`config.mk`:
```
export PLATFORM = sky130hd
export DESIGN_NAME = fpu_issue_ctrl_flat
export DESIGN_NICKNAME = d
export VERILOG_FILES = /design/src/rtl/fpu_issue_ctrl_if.sv /design/src/rtl/fpu_issue_ctrl.sv /design/src/flat_wrapper.sv
export SDC_FILE = /design/constraint.sdc
export NUM_CORES = 1
export LEC_CHECK = 0
export BUFFER_PORTS_ARGS = -buffer_cell sky130_fd_sc_hd__buf_4
export CORE_ASPECT_RATIO = 1.1
export CORE_MARGIN = 1
export CORE_UTILIZATION = 51
export DETAILED_ROUTE_END_ITERATION = 12
export GPL_ROUTABILITY_DRIVEN = 1
export PLACE_DENSITY = 0.92
export SLEW_MARGIN = 20
export SYNTH_ARGS = -nofsm -noshare
export SYNTH_HDL_FRONTEND = slang
export SYNTH_SLANG_ARGS = --single-unit
```
`constraint.sdc`:
```
create_clock -name clk -period 4.15 [get_ports clk]
set_input_delay 0.415 -clock clk [delete_from_list [all_inputs] [get_ports clk]]
set_output_delay 0.415 -clock clk [all_outputs]
set_load 0.05 [all_outputs]
```
`src/rtl/fpu_issue_ctrl_if.sv`:
```
// Handshake bundle between decode, the FP issue controller, the FP datapath and the FP register file.
// The master side is the decode/datapath environment; the slave side is the controller.
interface fpu_issue_ctrl_if #(
  parameter int XLEN = 32
);
  logic            fpu_en;
  logic [4:0]      fpu_op;
  logic [4:0]      rd;
  logic [XLEN-1:0] rs1_val;
  logic [XLEN-1:0] rs2_val;
  logic            stall;
  logic            illegal;
  logic            ex_start;
  logic [1:0]      ex_op;
  logic [XLEN-1:0] ex_a;
  logic [XLEN-1:0] ex_b;
  logic            ex_done;
  logic [XLEN-1:0] ex_result;
  logic            wb_en;
  logic [4:0]      wb_rd;
  logic [XLEN-1:0] wb_data;
  logic            timeout;

  modport master (
    output fpu_en, fpu_op, rd, rs1_val, rs2_val, ex_done, ex_result,
    input  stall, illegal, ex_start, ex_op, ex_a, ex_b, wb_en, wb_rd, wb_data, timeout
  );

  modport slave (
    input  fpu_en, fpu_op, rd, rs1_val, rs2_val, ex_done, ex_result,
    output stall, illegal, ex_start, ex_op, ex_a, ex_b, wb_en, wb_rd, wb_data, timeout
  );
endinterface

```
`src/rtl/fpu_issue_ctrl.sv`:
```
// FP issue controller: stalls the core, runs a start/done handshake with the FP datapath
// and writes the result (or a quiet NaN after a timeout) back to the FP register file.
module fpu_issue_ctrl #(
  parameter int                 XLEN    = 32,
  parameter int                 TIMEOUT = 64,
  parameter logic [XLEN-1:0]    NAN_VAL = 32'h7FC00000
) (
  input  logic                  clk,
  input  logic                  rst_n,
  fpu_issue_ctrl_if.slave       bus
);

  localparam int             CW      = $clog2(TIMEOUT);
  localparam logic [CW-1:0]  TO_LAST = CW'(TIMEOUT - 1);

  typedef enum logic [1:0] {IDLE, ISSUE, WAIT, WB} state_t;

  state_t          state, state_nxt;
  logic [CW-1:0]   cnt;
  logic [4:0]      rd_q;
  logic            accept;
  logic            fin_done;
  logic            fin_to;

  always_ff @(posedge clk or negedge rst_n) begin
    if (!rst_n) state <= IDLE;
    else        state <= state_nxt;
  end

  always_comb begin
    state_nxt   = state;
    accept      = 1'b0;
    fin_done    = 1'b0;
    fin_to      = 1'b0;
    bus.illegal = 1'b0;
    case (state)
      IDLE: begin
        if (bus.fpu_en) begin
          if (bus.fpu_op <= 5'd3) begin
            accept    = 1'b1;
            state_nxt = ISSUE;
          end else begin
            bus.illegal = 1'b1;
          end
        end
      end
      ISSUE: state_nxt = WAIT;
      WAIT: begin
        // a done arriving on the last allowed cycle still beats the timeout
        if (bus.ex_done) begin
          fin_done  = 1'b1;
          state_nxt = WB;
        end else if (cnt == TO_LAST) begin
          fin_to    = 1'b1;
          state_nxt = WB;
        end
      end
      WB:      state_nxt = IDLE;
      default: state_nxt = IDLE;
    endcase
    bus.stall = accept | (state == ISSUE) | (state == WAIT);
  end

  always_ff @(posedge clk or negedge rst_n) begin
    if (!rst_n) begin
      cnt          <= '0;
      rd_q         <= '0;
      bus.ex_start <= 1'b0;
      bus.ex_op    <= '0;
      bus.ex_a     <= '0;
      bus.ex_b     <= '0;
      bus.wb_en    <= 1'b0;
      bus.wb_rd    <= '0;
      bus.wb_data  <= '0;
      bus.timeout  <= 1'b0;
    end else begin
      bus.ex_start <= accept;
      if (accept) begin
        bus.ex_a  <= bus.rs1_val;
        bus.ex_b  <= bus.rs2_val;
        bus.ex_op <= bus.fpu_op[1:0];
        rd_q      <= bus.rd;
      end

      if (state == ISSUE)     cnt <= '0;
      else if (state == WAIT) cnt <= cnt + 1'b1;

      bus.wb_en   <= (fin_done | fin_to) & (rd_q != 5'd0);
      bus.timeout <= fin_to;
      if (fin_done | fin_to) begin
        bus.wb_rd   <= rd_q;
        bus.wb_data <= fin_done ? bus.ex_result : NAN_VAL;
      end
    end
  end

endmodule

```
`src/flat_wrapper.sv`:
```
// flat-port wrapper written by rule: the top's interface ports become plain ports
module fpu_issue_ctrl_flat 
#(
  parameter int                 XLEN    = 32,
  parameter int                 TIMEOUT = 64,
  parameter logic [XLEN-1:0]    NAN_VAL = 32'h7FC00000
)
  (clk, rst_n, bus_fpu_en, bus_fpu_op, bus_rd, bus_rs1_val, bus_rs2_val, bus_ex_done, bus_ex_result, bus_stall, bus_illegal, bus_ex_start, bus_ex_op, bus_ex_a, bus_ex_b, bus_wb_en, bus_wb_rd, bus_wb_data, bus_timeout);
  fpu_issue_ctrl_if #(.XLEN(XLEN)) bus_i ();
  input  logic clk;
  input  logic rst_n;
  input wire logic [$bits(bus_i.fpu_en)-1:0] bus_fpu_en;
  input wire logic [$bits(bus_i.fpu_op)-1:0] bus_fpu_op;
  input wire logic [$bits(bus_i.rd)-1:0] bus_rd;
  input wire logic [$bits(bus_i.rs1_val)-1:0] bus_rs1_val;
  input wire logic [$bits(bus_i.rs2_val)-1:0] bus_rs2_val;
  input wire logic [$bits(bus_i.ex_done)-1:0] bus_ex_done;
  input wire logic [$bits(bus_i.ex_result)-1:0] bus_ex_result;
  output wire logic [$bits(bus_i.stall)-1:0] bus_stall;
  output wire logic [$bits(bus_i.illegal)-1:0] bus_illegal;
  output wire logic [$bits(bus_i.ex_start)-1:0] bus_ex_start;
  output wire logic [$bits(bus_i.ex_op)-1:0] bus_ex_op;
  output wire logic [$bits(bus_i.ex_a)-1:0] bus_ex_a;
  output wire logic [$bits(bus_i.ex_b)-1:0] bus_ex_b;
  output wire logic [$bits(bus_i.wb_en)-1:0] bus_wb_en;
  output wire logic [$bits(bus_i.wb_rd)-1:0] bus_wb_rd;
  output wire logic [$bits(bus_i.wb_data)-1:0] bus_wb_data;
  output wire logic [$bits(bus_i.timeout)-1:0] bus_timeout;
  assign bus_i.fpu_en = bus_fpu_en;
  assign bus_i.fpu_op = bus_fpu_op;
  assign bus_i.rd = bus_rd;
  assign bus_i.rs1_val = bus_rs1_val;
  assign bus_i.rs2_val = bus_rs2_val;
  assign bus_i.ex_done = bus_ex_done;
  assign bus_i.ex_result = bus_ex_result;
  assign bus_stall = bus_i.stall;
  assign bus_illegal = bus_i.illegal;
  assign bus_ex_start = bus_i.ex_start;
  assign bus_ex_op = bus_i.ex_op;
  assign bus_ex_a = bus_i.ex_a;
  assign bus_ex_b = bus_i.ex_b;
  assign bus_wb_en = bus_i.wb_en;
  assign bus_wb_rd = bus_i.wb_rd;
  assign bus_wb_data = bus_i.wb_data;
  assign bus_timeout = bus_i.timeout;
  fpu_issue_ctrl #(.XLEN(XLEN), .TIMEOUT(TIMEOUT), .NAN_VAL(NAN_VAL)) u_core (.clk(clk), .rst_n(rst_n), .bus(bus_i));
endmodule
```
==> Word-level counts from Yosys, hierarchy flattened <==
Index checks and enable logic that the tools add are counted.
Widths: inputs -> output; s select.
{ "op_classes": {"addsub": 1, "magnitude_cmp": 1, "eq_ne": 7, "mux": 19, "bitwise_logic": 4, "reduce_logical": 4} }
{ "ops": {"columns": ["operator", "count"], "rows": [
  ["$mux 32", 1],
  ["$mux 6", 2],
  ["$mux 1", 11],
  ["$mux 2", 4],
  ["$pmux 2 s4", 1],
  ["$add 6x1->6 const B", 1],
  ["$eq 6x6->1 const B", 1],
  ["$le 5x2->1 const B", 1],
  ["$reduce_bool 5->1", 1],
  ["$eq 2x2->1 const B", 2],
  ["$ne 3x2->1 const B", 1],
  ["$or 1x1->1", 3],
  ["$reduce_and 3->1", 1],
  ["$eq 2x1->1 const B", 1],
  ["$logic_not 2->1", 1],
  ["$ne 2x1->1 const B", 1],
  ["$ne 2x2->1 const B", 1],
  ["$reduce_bool 2->1", 1],
  ["$and 1x1->1", 1]
]} }
{ "totals": {"register_bits": 119, "out_inout_bits": 108, "word_cells": 47} }

==> Longest topological paths before layout <==
Gate-level depths: netlist of run 1.
{ "logic_depth": {"depth_word": 6, "ltp_mapped": 7} }

==> Worst setup path after synthesis of run 1 <==
No wires, ideal clock.
{ "synth_path": {"path_kind": "flip-flop to output port", "startpoint": "register u_core.state[0]", "endpoint": "output bus_stall", "t_arrival_ns": 1.613, "required_time_ns": 3.735, "slack_ns": 2.122, "stages_incl_launch_ff": 7, "path_buffers": 2, "cell_sequence": "dfrtp_1 inv_1 ha_1 and3_1 buf_4 buf_6 or3_1"} }
{ "synth_via": {"elab_chain_len": 4, "elab_cells_between_ends": 6, "cone_classes": "eq/ne: 2; mux: 1; bitwise: 2; reduce/logical: 1"} }
{ "synth_rtl": {"columns": ["item", "line_no", "source"], "rows": [
  ["start, declared", "fpu_issue_ctrl.sv:18", "state_t state, state_nxt;"],
  ["start signal, assigned", "fpu_issue_ctrl.sv:27", "else state <= state_nxt;"],
  ["$logic_not 2->1", "fpu_issue_ctrl.sv:36", "case (state)"],
  ["$mux 1", "fpu_issue_ctrl.sv:36", null],
  ["via u_core.accept", "fpu_issue_ctrl.sv:21", "logic accept;"],
  ["$or 1x1->1 (2 in series)", "fpu_issue_ctrl.sv:61", "bus.stall = accept | (state == ISSUE) | (state == WAIT);"],
  ["end, declared", "flat_wrapper.sv:19", "output wire logic [$bits(bus_i.stall)-1:0] bus_stall;"]
]} }
The timed path passes the listed nets, and every way through them passes these cells.

==> Worst setup path in the final report of run 1 <==
{ "layout_path": {"startpoint": "register u_core.state[0]", "endpoint": "output bus_stall"} }
{ "layout_via": {"elab_chain_len": 4, "elab_cells_between_ends": 6, "cone_classes": "eq/ne: 2; mux: 1; bitwise: 2; reduce/logical: 1"} }
{ "layout_rtl": {"columns": ["item", "line_no"], "rows": [
  ["$logic_not 2->1", "fpu_issue_ctrl.sv:36"],
  ["$mux 1", "fpu_issue_ctrl.sv:36"],
  ["$or 1x1->1", "fpu_issue_ctrl.sv:61"],
  ["$or 1x1->1 (*)", "fpu_issue_ctrl.sv:61"]
]} }
Mark *: on every way between the ends. The rest lies on a longest branch, timed or not.

==> impl_results.md, run 1 <==
* # hold bufs at CTS at 0
* Via density at 5.46
* Drt total wl at 13200 um
* Initial antenna violation count at 0
* Relative slew slack at 0.303
* Multiplexer share of the synthesized area at 0.169
* Final Max Slew Viols at 0
* Core Footprint at 9350 um2
* Postcts setup bufs at 0
* Starting Density at 0.526
* Cell Rows at 37
* Status: finished clean
* Synth Area in XOR/XNOR at 0.00178
* Synth Area in Compound Gates at 0.0995
* WP data arrival at 2.17 ns
* Synth Net Count at 472
* Tot Pwr at 7.21 mW
* Async SR Flop Fraction at 1.00
* Adder-cell share of the synthesized area at 0.0102
* DRC at 0
* Post-route ant nets at 0
* Share of layout cells above drive strength 1 at 0.557
* Sequential area share after synthesis at 0.606
* Chip width at 95.6 um
* Post-Route Setup TNS at 0 ns
* Global-route wire length before repair at 20300 um
* Cts repair resizes at 0
* Final Cycle Share at 0.623
* Final cell count without fillers at 708
* #FFs+latches synth at 119
* Syn avg cell area at 13.7 um2
* I/O pin total at 218
* Area leader, netlist: dfrtp_1
* Final Cell Area at 7190 um2
* Place WS at 1.86 ns
* DP Wirelength at 9110 um
* Die Area at 10000 um2
* Crit-path slowest cell: or3_1
* Iter 0 DRT Violations at 231
* Most common flop cell mapped by yosys: dfrtp_1
* Die outline height at 105 um
* Post-route minimum period at 2.58 ns
* Worst skew pair latency at 0.52 ns
* Unrepaired setup endpoints after global routing: false
* Final-report hold violation count at 0
* Routed vias at 3863
* Layout overhead on the synthesized area at 46.2%
* Hold Path Class: primary input to async pin
* TritonCTS clock tree: yes
* Min Hold Slack at 0.00357 ns
* Static Leak at 3.46 nW
* Crit Path Max Fanout at 20
* Number of CTS-inserted buffers at 17
* Clk Tree Root Cell: clkbuf_8
* Met3 WL post-DR at 1040 um
* Clock sink total at 119
* Largest net degree at the start of global routing at 70
* Mapped Cells at 358
* GRT Util Overall at 0.271
* Number of flops mapped to enable cells by yosys at 0
* Reg clk slew, reported paths at 0.06 ns
* Pwr/cell area at 1000 nW/um2
* Placed cell area at 6580 um2
* Slowest stage delay, CP at 0.40 ns
* Simple-gate share of the synthesized area at 0.0690
* Grt ovf at 0
* Max VDD drop at 0.000643 V
* Mapped Area at 4920 um2
* Vias in the first global route at 4086
* H-Tree Depth at 4
* Worst Setup End Kind: output port
* Port Buf Inserts at 217
* Setup ws final at 1.57 ns
* Dpl cells at 676
* Fillers at 558
* CP Cell Sequence: inv_1 -> ha_1 -> and3_2 -> or3_1 -> buf_4
* Worst Path Required at 3.73 ns
* Top post-synthesis cells by area: dfrtp_1, mux2_2, a221o_1
* Ys Warns at 0
* Layout Skew at 0.0123 ns
* Setup crit start kind: register
* Met2 wire len at 6840 um
* Top Metal Used: met4
* Count of cell types in the netlist at 33
* DRT met1 WL at 4920 um
* Finished Core Util at 0.769
* Final setup violation count at 0
* Initial DRT Pass Iterations at 4
* Diode count at 0
* Final net count at 692
* Max Cap Violations at 0
* Max Freq at 387 MHz
* Post-synth top area share at 0.606
* Avg WL per Cell at 18.7 um
* Largest family of logic cells by synthesized area: multiplexers
* Setup CP Type: register to output port
* Least-Margin Pin Slew at 1.04 ns
* Clock Path Buffers at 2
* Routability cong. at 0.768
## area by class of cell
cell class,count,area (um2),area share
multi-input cells,202,1730,0.240
clock inverters,13,178,0.0247
flip-flops and latches,119,2980,0.414
inverters,16,60.1,0.00836
well taps,117,146,0.0204
clock buffers,19,432,0.0601
repair buffers,222,1670,0.232
## where the power goes
| part | switching (mW) | internal [mW] | leakage, nW |
|---|---|---|---|
| combinational | 2.44 | 1.23 | 1.72 |
| clock | 0.515 | 0.987 | 0.298 |
| sequential | 0.357 | 1.69 | 1.44 |
| total | 3.31 | 3.91 | 3.46 |
## sequential cells by signal, indices dropped and copies added (netlist names)
name,count
u_core.bus.ex_a,32
u_core.bus.ex_b,32
u_core.bus.wb_data,32
u_core.cnt,6
u_core.bus.wb_rd,5
u_core.rd_q,5
u_core.bus.ex_op,2
u_core.state,2
u_core.bus.ex_start,1
u_core.bus.timeout,1
u_core.bus.wb_en,1
## placed cells by master, fill, tap and decap left out, types with 2 or more instances in the layout
| cell type | netlist | layout |
|---|---|---|
| o21ai_0 | 4 | 4 |
| bufinv_16 | 0 | 4 |
| nor2b_1 | 24 | 24 |
| o22ai_1 | 11 | 11 |
| dfrtp_1 | 119 | 119 |
| clkbuf_8 | 0 | 2 |
| clkinvlp_4 | 0 | 2 |
| nand2b_1 | 6 | 6 |
| inv_1 | 16 | 16 |
| nor2_1 | 4 | 4 |
| nand2_1 | 10 | 10 |
| or3_1 | 3 | 3 |
| a21oi_1 | 11 | 11 |
| a221o_1 | 23 | 23 |
| and2_1 | 2 | 2 |
| ha_1 | 4 | 4 |
| clkinv_2 | 0 | 5 |
| buf_4 | 1 | 222 |
| mux2_2 | 73 | 73 |
| o211ai_1 | 11 | 11 |
| nor3_1 | 3 | 3 |
| clkbuf_16 | 0 | 16 |
## Yosys cell counts, types with 6 or more instances
library cell,instances
dfrtp_1,119
mux2_2,73
nor2b_1,24
a221o_1,23
inv_1,16
a21oi_1,11
o211ai_1,11
o22ai_1,11
nand2_1,10
buf_6,9
buf_2,7
nand2b_1,6
## cells by family after synthesis
| logic type | after synthesis |
|---|---|
| muxes | 74 |
| buffers and inverters | 37 |
| xor gates and xnor gates | 1 |
| and+or+nand+nor | 59 |
| AOI/OAI and AO/OA | 64 |
| DFF | 119 |
| adders and majority gates | 4 |
## worst max-delay path: cells and delay by family, from the launching register on
family,cells,cell delay [ns]
adder cells (fa/ha/maj),1,0.24
buffers and inverters,2,0.29
AND/OR/NAND/NOR,2,0.75
flip-flops,1,0.37
## metal layers
layer	vias up	global-route usage
met3	36	0.0808
met1	1909	0.306
met5	-	0
met2	184	0.457
met4	0	0.139
li1	1734	-
## path summary, 6_finish.rpt
kind,startpoint,endpoint,slack (ns),cells past startpoint
min reg2reg,u_core.bus.ex_b[21]$_DFFE_PN0P_,u_core.bus.ex_b[21]$_DFFE_PN0P_,0.51,1
min,rst_n,u_core.bus.ex_a[20]$_DFFE_PN0P_,0.004,2
max,u_core.state[0]$_DFFE_PN0P_,bus_stall,1.57,5
min in group clk,bus_rs1_val[0],u_core.bus.ex_a[0]$_DFFE_PN0P_,0.12,2
max in group asynchronous,rst_n,u_core.rd_q[2]$_DFFE_PN0P_,3.46,2
max reg2reg,u_core.state[1]$_DFFE_PN0P_,u_core.bus.ex_b[7]$_DFFE_PN0P_,1.92,5
Note: power is estimated with default switching activity, not from simulation.
==> inputs of run 2 (changes only) <==
- CORE_UTILIZATION: 51 -> 43
- PLACE_DENSITY: 0.92 -> 0.84
- clock period: 4.15 -> 2.27 ns (I/O delays scaled with it)
==> run 2 against run 1 <==
- clock-buffer cell count decreased by 2
- sequential share of layout area decreased by 0.74 points
- wire length decreased by 8.0%
- clock skew decreased by 0.0022 ns
- critical path type unchanged
- critical endpoint unchanged
- largest cell class unchanged
==> impl_results.md, run 2 (synthesized netlist as in run 1, its figures left out) <==
* Status: finished clean
* TritonCTS clock tree: yes
* Port Buf Inserts at 217 (unchanged)
* GRT Util Overall at 0.211 (-0.0600)
* Layout Skew at 0.0101 ns (-0.00217 ns)
* Routed vias at 3800 (-1.6%)
* Relative slew slack at 0.448 (+0.145)
* Chip width at 104 um (+8.7%)
* Setup crit start kind: register
* Final Max Slew Viols at 0 (unchanged)
* Post-Route Setup TNS at 0 ns (unchanged)
* Layout overhead on the synthesized area at 48.9%
* Leading cell type in the layout, fill and taps excluded: buf_4
* Delay-heaviest family, CP: simple AND/OR/NAND/NOR gates
* Clk Tree Root Cell: clkbuf_16
* Static Leak at 3.50 nW (+1.1%)
* Cell Rows at 40 (+8.1%)
* Least-Margin Pin Slew at 0.828 ns (-0.215 ns)
* Iter 0 DRT Violations at 177 (-23%)
* Most frequent cells in the layout: buf_4, dfrtp_1, mux2_2
* Unrepaired setup endpoints after global routing: false
* Crit-path slowest cell: dfrtp_1
* Pwr/cell area at 1820 nW/um2 (+81%)
* Final net count at 696 (+0.58%)
* Post-route minimum period at 2.15 ns
* H-Tree Depth at 4 (unchanged)
* CP Cell Sequence: inv_1 -> ha_1 -> and3_2 -> or3_1 -> buf_4
* Die outline height at 114 um (+8.7%)
* Grt ovf at 0 (unchanged)
* Die Area at 11900 um2 (+18%)
* Setup CP Type: register to output port
* Diode count at 0 (unchanged)
* Max VDD drop at 0.000997 V (+55%)
* Via density at 5.12 (-6.1%)
* Post-route ant nets at 0 (unchanged)
* Share of layout cells above drive strength 1 at 0.560 (+0.00298)
* Hold Path Class: primary input to register
* Drt total wl at 12200 um (-8.0%)
* Final setup violation count at 0 (unchanged)
* Reg clk slew, reported paths at 0.06 ns (about the same)
* Vias in the first global route at 3876 (-5.1%)
* Postcts setup bufs at 0 (unchanged)
* Clock sink total at 119 (unchanged)
* CP Buf/Inv Count at 2 (unchanged)
* Routability cong. at 0.780 (+1.6%)
* Worst Path Required at 2.04 ns (-1.69 ns)
* Final Cycle Share at 0.948
* Initial DRT Pass Iterations at 4 (unchanged)
* I/O pin total at 218 (unchanged)
* Max Cap Violations at 0 (unchanged)
* Global-route wire length before repair at 19500 um (-3.9%)
* Avg WL per Cell at 16.4 um (-12%)
* Worst Setup End Kind: output port
* Crit Path Max Fanout at 4 (-80%)
* Core Footprint at 11000 um2 (+18%)
* Largest net degree at the start of global routing at 66 (-5.7%)
* Final-report hold violation count at 0 (unchanged)
* Clock Path Buffers at 2 (unchanged)
* Min Hold Slack at 0.0489 ns (+0.0453 ns)
* Biggest regs: u_core.bus.ex_a: 32 flops, u_core.bus.ex_b: 32 flops, u_core.bus.wb_data: 32 flops
* Max Freq at 464 MHz
* DP Wirelength at 8690 um (-4.6%)
* Starting Density at 0.446 (-0.0792)
* Slowest stage delay, CP at 0.39 ns (about the same)
* WP data arrival at 1.93 ns (-0.24 ns)
* Number of CTS-inserted buffers at 17 (unchanged)
* Initial antenna violation count at 0 (unchanged)
* DRC at 0 (unchanged)
* Worst skew pair latency at 0.41 ns (-0.11 ns)
==> run 2: cell types whose count changed in the layout (fill, tap and decap cells not counted), sizes merged <==
cell         previous run  this run
buf                   222       225
clkbuf                 19        17
bufinv                  4         5
clkinv                  6         5
clkinvlp                2         3
dlygate4sd3             0         1
inv                    17        18
==> run 2: routing by layer <==
metal	part of all wire	GRT usage	vias up
met5	0	0	-
met4	0.022	0.107	0
met3	0.061	0.0489	20
met2	0.52	0.361	172
met1	0.39	0.252	1862
li1	-	-	1746
==> run 2: layout make-up <==
cell class | count | area (um2)
Fill cell | 826 | 3690
Sequential cell | 119 | 2980
Timing Repair Buffer | 226 | 1720
Multi-Input combinational cell | 202 | 1720
Clock buffer | 17 | 425
Clock inverter | 15 | 226
Tap cell | 147 | 184
Inverter | 16 | 60.1
==> run 2: path summary, 6_finish.rpt <==
kind	start	end	slack, ns	cells past startpoint
worst max-delay path	u_core.state[0]$_DFFE_PN0P_	bus_stall	0.12	5
worst min-delay path	bus_rs2_val[22]	u_core.bus.ex_b[22]$_DFFE_PN0P_	0.05	2
worst max register to register	u_core.state[0]$_DFFE_PN0P_	u_core.cnt[5]$_DFFE_PN0P_	0.42	5
worst min register to register	u_core.bus.ex_b[0]$_DFFE_PN0P_	u_core.bus.ex_b[0]$_DFFE_PN0P_	0.51	1
max in group asynchronous	rst_n	u_core.bus.ex_a[17]$_DFFE_PN0P_	1.28	3
min in group asynchronous	rst_n	u_core.bus.ex_a[13]$_DFFE_PN0P_	0.26	2
==> run 2: worst reg2reg max path, delay by kind of cell (launching register included) <==
kind	cells	cell delay, ns
and+or+nand+nor	2	0.60
adders and majority gates	1	0.50
DFF	1	0.39
AOI/OAI and AO/OA	1	0.17
buffers and inverters	1	0.10
==> run 2: what timing repair did <==
item | in CTS | in global routing
gates resized for setup | 0 | 0
hold buffers | 1 | 0
hold endpoints to repair | 22 | 0
==> run 2: metrics by stage <==
| step | setup slack, ns | cells | cell area [um2] | total power [mW] | util |
|---|---|---|---|---|---|
| 6_report | 0.117 | 742 | 7320 | 13.3 | 0.665 |
| 5_1_grt | 0.122 | 742 | 7320 | 13.9 | 0.665 |
| 4_1_cts | 0.147 | 742 | 7320 | 13.4 | 0.665 |
| 3_5_place_dp | 0.498 | 709 | 6660 | 10.4 | 0.605 |
| 3_3_place_gp | 0.559 | 709 | 6660 | 10.2 | 0.605 |
| 2_1_floorplan | 0.430 | 358 | 4920 | 8.29 | - |
==> run 2: report_power, final <==
| part | switching, mW | internal (mW) | total, mW |
|---|---|---|---|
| registers | 0.645 | 3.08 | 3.73 |
| clock network | 0.978 | 1.95 | 2.93 |
| logic | 4.36 | 2.27 | 6.63 |
==> inputs of run 3 (changes only) <==
- ABC_CLOCK_PERIOD_IN_PS: default -> 2270
- HOLD_SLACK_MARGIN: default -> 0.15
==> run 3 against run 2 <==
- wire length rose by 21%
- fmax rose by 0.51%
- clock power barely moved
- total power rose by 1.9%
- design area rose by 14%
- largest cell class unchanged
- clock skew rose by 0.0013 ns
- worst hold slack improved by 0.15 ns
- sequential power barely moved
- global-route usage rose by 4.4 points
- critical endpoint unchanged
- non-clock buffer count rose by 103
- critical path depth did not move
==> impl_results.md, run 3 (synthesized netlist as in run 1, its figures left out) <==
* Status: finished clean
* Cts repair resizes at 0 (unchanged)
* Routability cong. at 0.780 (unchanged)
* Hold Path Class: primary input to register
* Via density at 5.02 (-2.0%)
* Crit Path Max Fanout at 4 (unchanged)
* Biggest regs: u_core.bus.ex_a: 32 flops, u_core.bus.ex_b: 32 flops, u_core.bus.wb_data: 32 flops
* Post-route minimum period at 2.14 ns (-0.0108 ns)
* Reg clk slew, reported paths at 0.06 ns (about the same)
* Sw frac at 0.452 (+0.00171)
* Worst skew pair latency at 0.41 ns (about the same)
* Core Footprint at 11000 um2 (unchanged)
* GRT Util Overall at 0.255 (+0.0437)
* Leading cell type in the layout, fill and taps excluded: buf_4
* Fillers at 686 (-17%)
* Global-route wire length before repair at 23300 um (+19%)
* Chip width at 104 um (unchanged)
* Final setup violation count at 0 (unchanged)
* R2R depth at 5 (unchanged)
* TritonCTS clock tree: yes
* Max Cap Violations at 0 (unchanged)
* Share of layout cells above drive strength 1 at 0.477 (-0.0826)
* Die Area at 11900 um2 (unchanged)
* I/O pin total at 218 (unchanged)
* Layout overhead on the synthesized area at 69.9%
* H-Tree Depth at 4 (unchanged)
* Sequential power share at 0.277 (-0.003)
* Final Cycle Share at 0.944 (-0.00478)
* Worst Setup End Kind: output port
* Setup crit start kind: register
* Grt ovf at 0 (unchanged)
* Avg WL per Cell at 17.3 um (+5.7%)
* CP Launch Point: u_core.state[0]$_DFFE_PN0P_
* Worst setup path endpoint: bus_stall
* Worst Path Required at 2.04 ns (about the same)
* Relative slew slack at 0.427 (-0.0211)
* Clock power frac at 0.217 (-0.003)
* Largest net degree at the start of global routing at 66 (unchanged)
* Initial DRT Pass Iterations at 4 (unchanged)
* Pwr/cell area at 1620 nW/um2 (-11%)
* Die outline height at 114 um (unchanged)
* NetSw at 6.12 mW (+2.3%)
* Gate power share at 0.506 (+0.007)
* Routed vias at 4244 (+12%)
* Port Buf Inserts at 217 (unchanged)
* R2r endpoint: u_core.cnt[5]$_DFFE_PN0P_
* Vias in the first global route at 4552 (+17%)
* Final-report hold violation count at 0 (unchanged)
* Iter 0 DRT Violations at 182 (+2.8%)
* Static Leak at 3.93 nW (+12%)
* Initial antenna violation count at 1 (+1)
* Crit-path slowest cell: dfrtp_1
* Final net count at 799 (+15%)
* Drt total wl at 14700 um (+21%)
* Most frequent cells in the layout: buf_4, dfrtp_1, dlygate4sd3_1
* WP data arrival at 1.92 ns (about the same)
* Max Freq at 467 MHz (+0.51%)
* Least-Margin Pin Slew at 0.859 ns (+0.0316 ns)
* Post-Route Setup TNS at 0 ns (unchanged)
* R2r startpoint: u_core.state[0]$_DFFE_PN0P_
* DRC at 0 (unchanged)
* Setup CP Type: register to output port
* Tot Pwr at 13.6 mW (+1.9%)
* Clock Path Buffers at 2 (unchanged)
* Final Max Slew Viols at 0 (unchanged)
* DP Wirelength at 8690 um (unchanged)
* Hold_sp: bus_ex_done
* CP Cell Sequence: inv_1 -> ha_1 -> and3_2 -> or3_1 -> buf_4
* Layout Skew at 0.0114 ns (+0.00132 ns)
* Cell Rows at 40 (unchanged)
* Starting Density at 0.446 (unchanged)
* Unrepaired setup endpoints after global routing: false
* Max VDD drop at 0.00100 V (+0.34%)
* Post-route ant nets at 0 (unchanged)
* Int Power at 7.43 mW (+1.6%)
* Clock sink total at 119 (unchanged)
* Number of CTS-inserted buffers at 17 (unchanged)
* Clk Tree Root Cell: clkbuf_16
* Slowest stage delay, CP at 0.39 ns (about the same)
* R2R Setup Slk at 0.42 ns (about the same)
-- run 3: cell types whose count changed in the layout (fill, tap and decap cells not counted) --
| cell | change |
|---|---|
| diode_2 | +1 |
| dlygate4sd3_1 | +103 |
-- run 3: timing repair --
| action | 4_1_cts | 5_1_grt |
|---|---|---|
| hold endpoints to repair | 190 | 0 |
| hold buffers | 104 | 0 |
| setup buffers | 0 | 0 |
-- run 3: power groups by stage --
stage          registers, mW  clock network (mW)  logic (mW)
2_1_floorplan           6.58                   0        1.71
3_3_place_gp            3.66                   0        6.50
3_5_place_dp            3.74                   0        6.65
4_1_cts                 3.73                2.98        6.81
5_1_grt                 3.88                3.09        7.16
6_report                3.76                2.94        6.85
-- run 3: layout make-up --
| cell class | count | area, um2 | area share |
|---|---|---|---|
| Clock inverter | 15 | 226 | 0.0271 |
| Antenna cell | 1 | 2.50 | 0.000300 |
| Sequential cell | 119 | 2980 | 0.357 |
| Tap cell | 147 | 184 | 0.0220 |
| Clock buffer | 17 | 425 | 0.0509 |
| Timing Repair Buffer | 329 | 2760 | 0.330 |
| Inverter | 16 | 60.1 | 0.00719 |
| Multi-Input combinational cell | 202 | 1720 | 0.206 |
-- run 3: worst min path at each step --
stage / endpoint / cells after the start
floorplan: u_core.bus.ex_a[0]$_DFFE_PN0P_ / 0
global placement: u_core.bus.ex_a[12]$_DFFE_PN0P_ / 1
detailed placement: u_core.bus.ex_a[12]$_DFFE_PN0P_ / 1
CTS: u_core.bus.timeout$_DFF_PN0_ / 3
global route: u_core.bus.timeout$_DFF_PN0_ / 3
finish: u_core.bus.timeout$_DFF_PN0_ / 3
-- run 3: critical path: cells and delay by family, from the launching register on --
kind | cells | cell delay [ns]
and+or+nand+nor | 2 | 0.57
adders and majority gates | 1 | 0.25
DFF | 1 | 0.39
buffers and inverters | 2 | 0.30
-- run 3: metal layers --
metal	track usage	share of wire	up-vias
li1	-	-	1962
met1	0.279	0.37	2057
met2	0.474	0.55	194
met3	0.0507	0.054	31
met4	0.127	0.029	0
met5	0	0	-
-- run 3: metrics by stage --
stage / utilization / hold slack, ns / cells / setup slack, ns / area [um2]
3_3_place_gp: 0.605 / 0.141 / 709 / 0.559 / 6660
4_1_cts: 0.758 / 0.176 / 845 / 0.147 / 8350
2_1_floorplan: - / -0.0686 / 358 / 0.430 / 4920
5_1_grt: 0.759 / 0.201 / 846 / 0.124 / 8350
3_5_place_dp: 0.605 / 0.145 / 709 / 0.498 / 6660
6_report: 0.759 / 0.195 / 846 / 0.128 / 8350
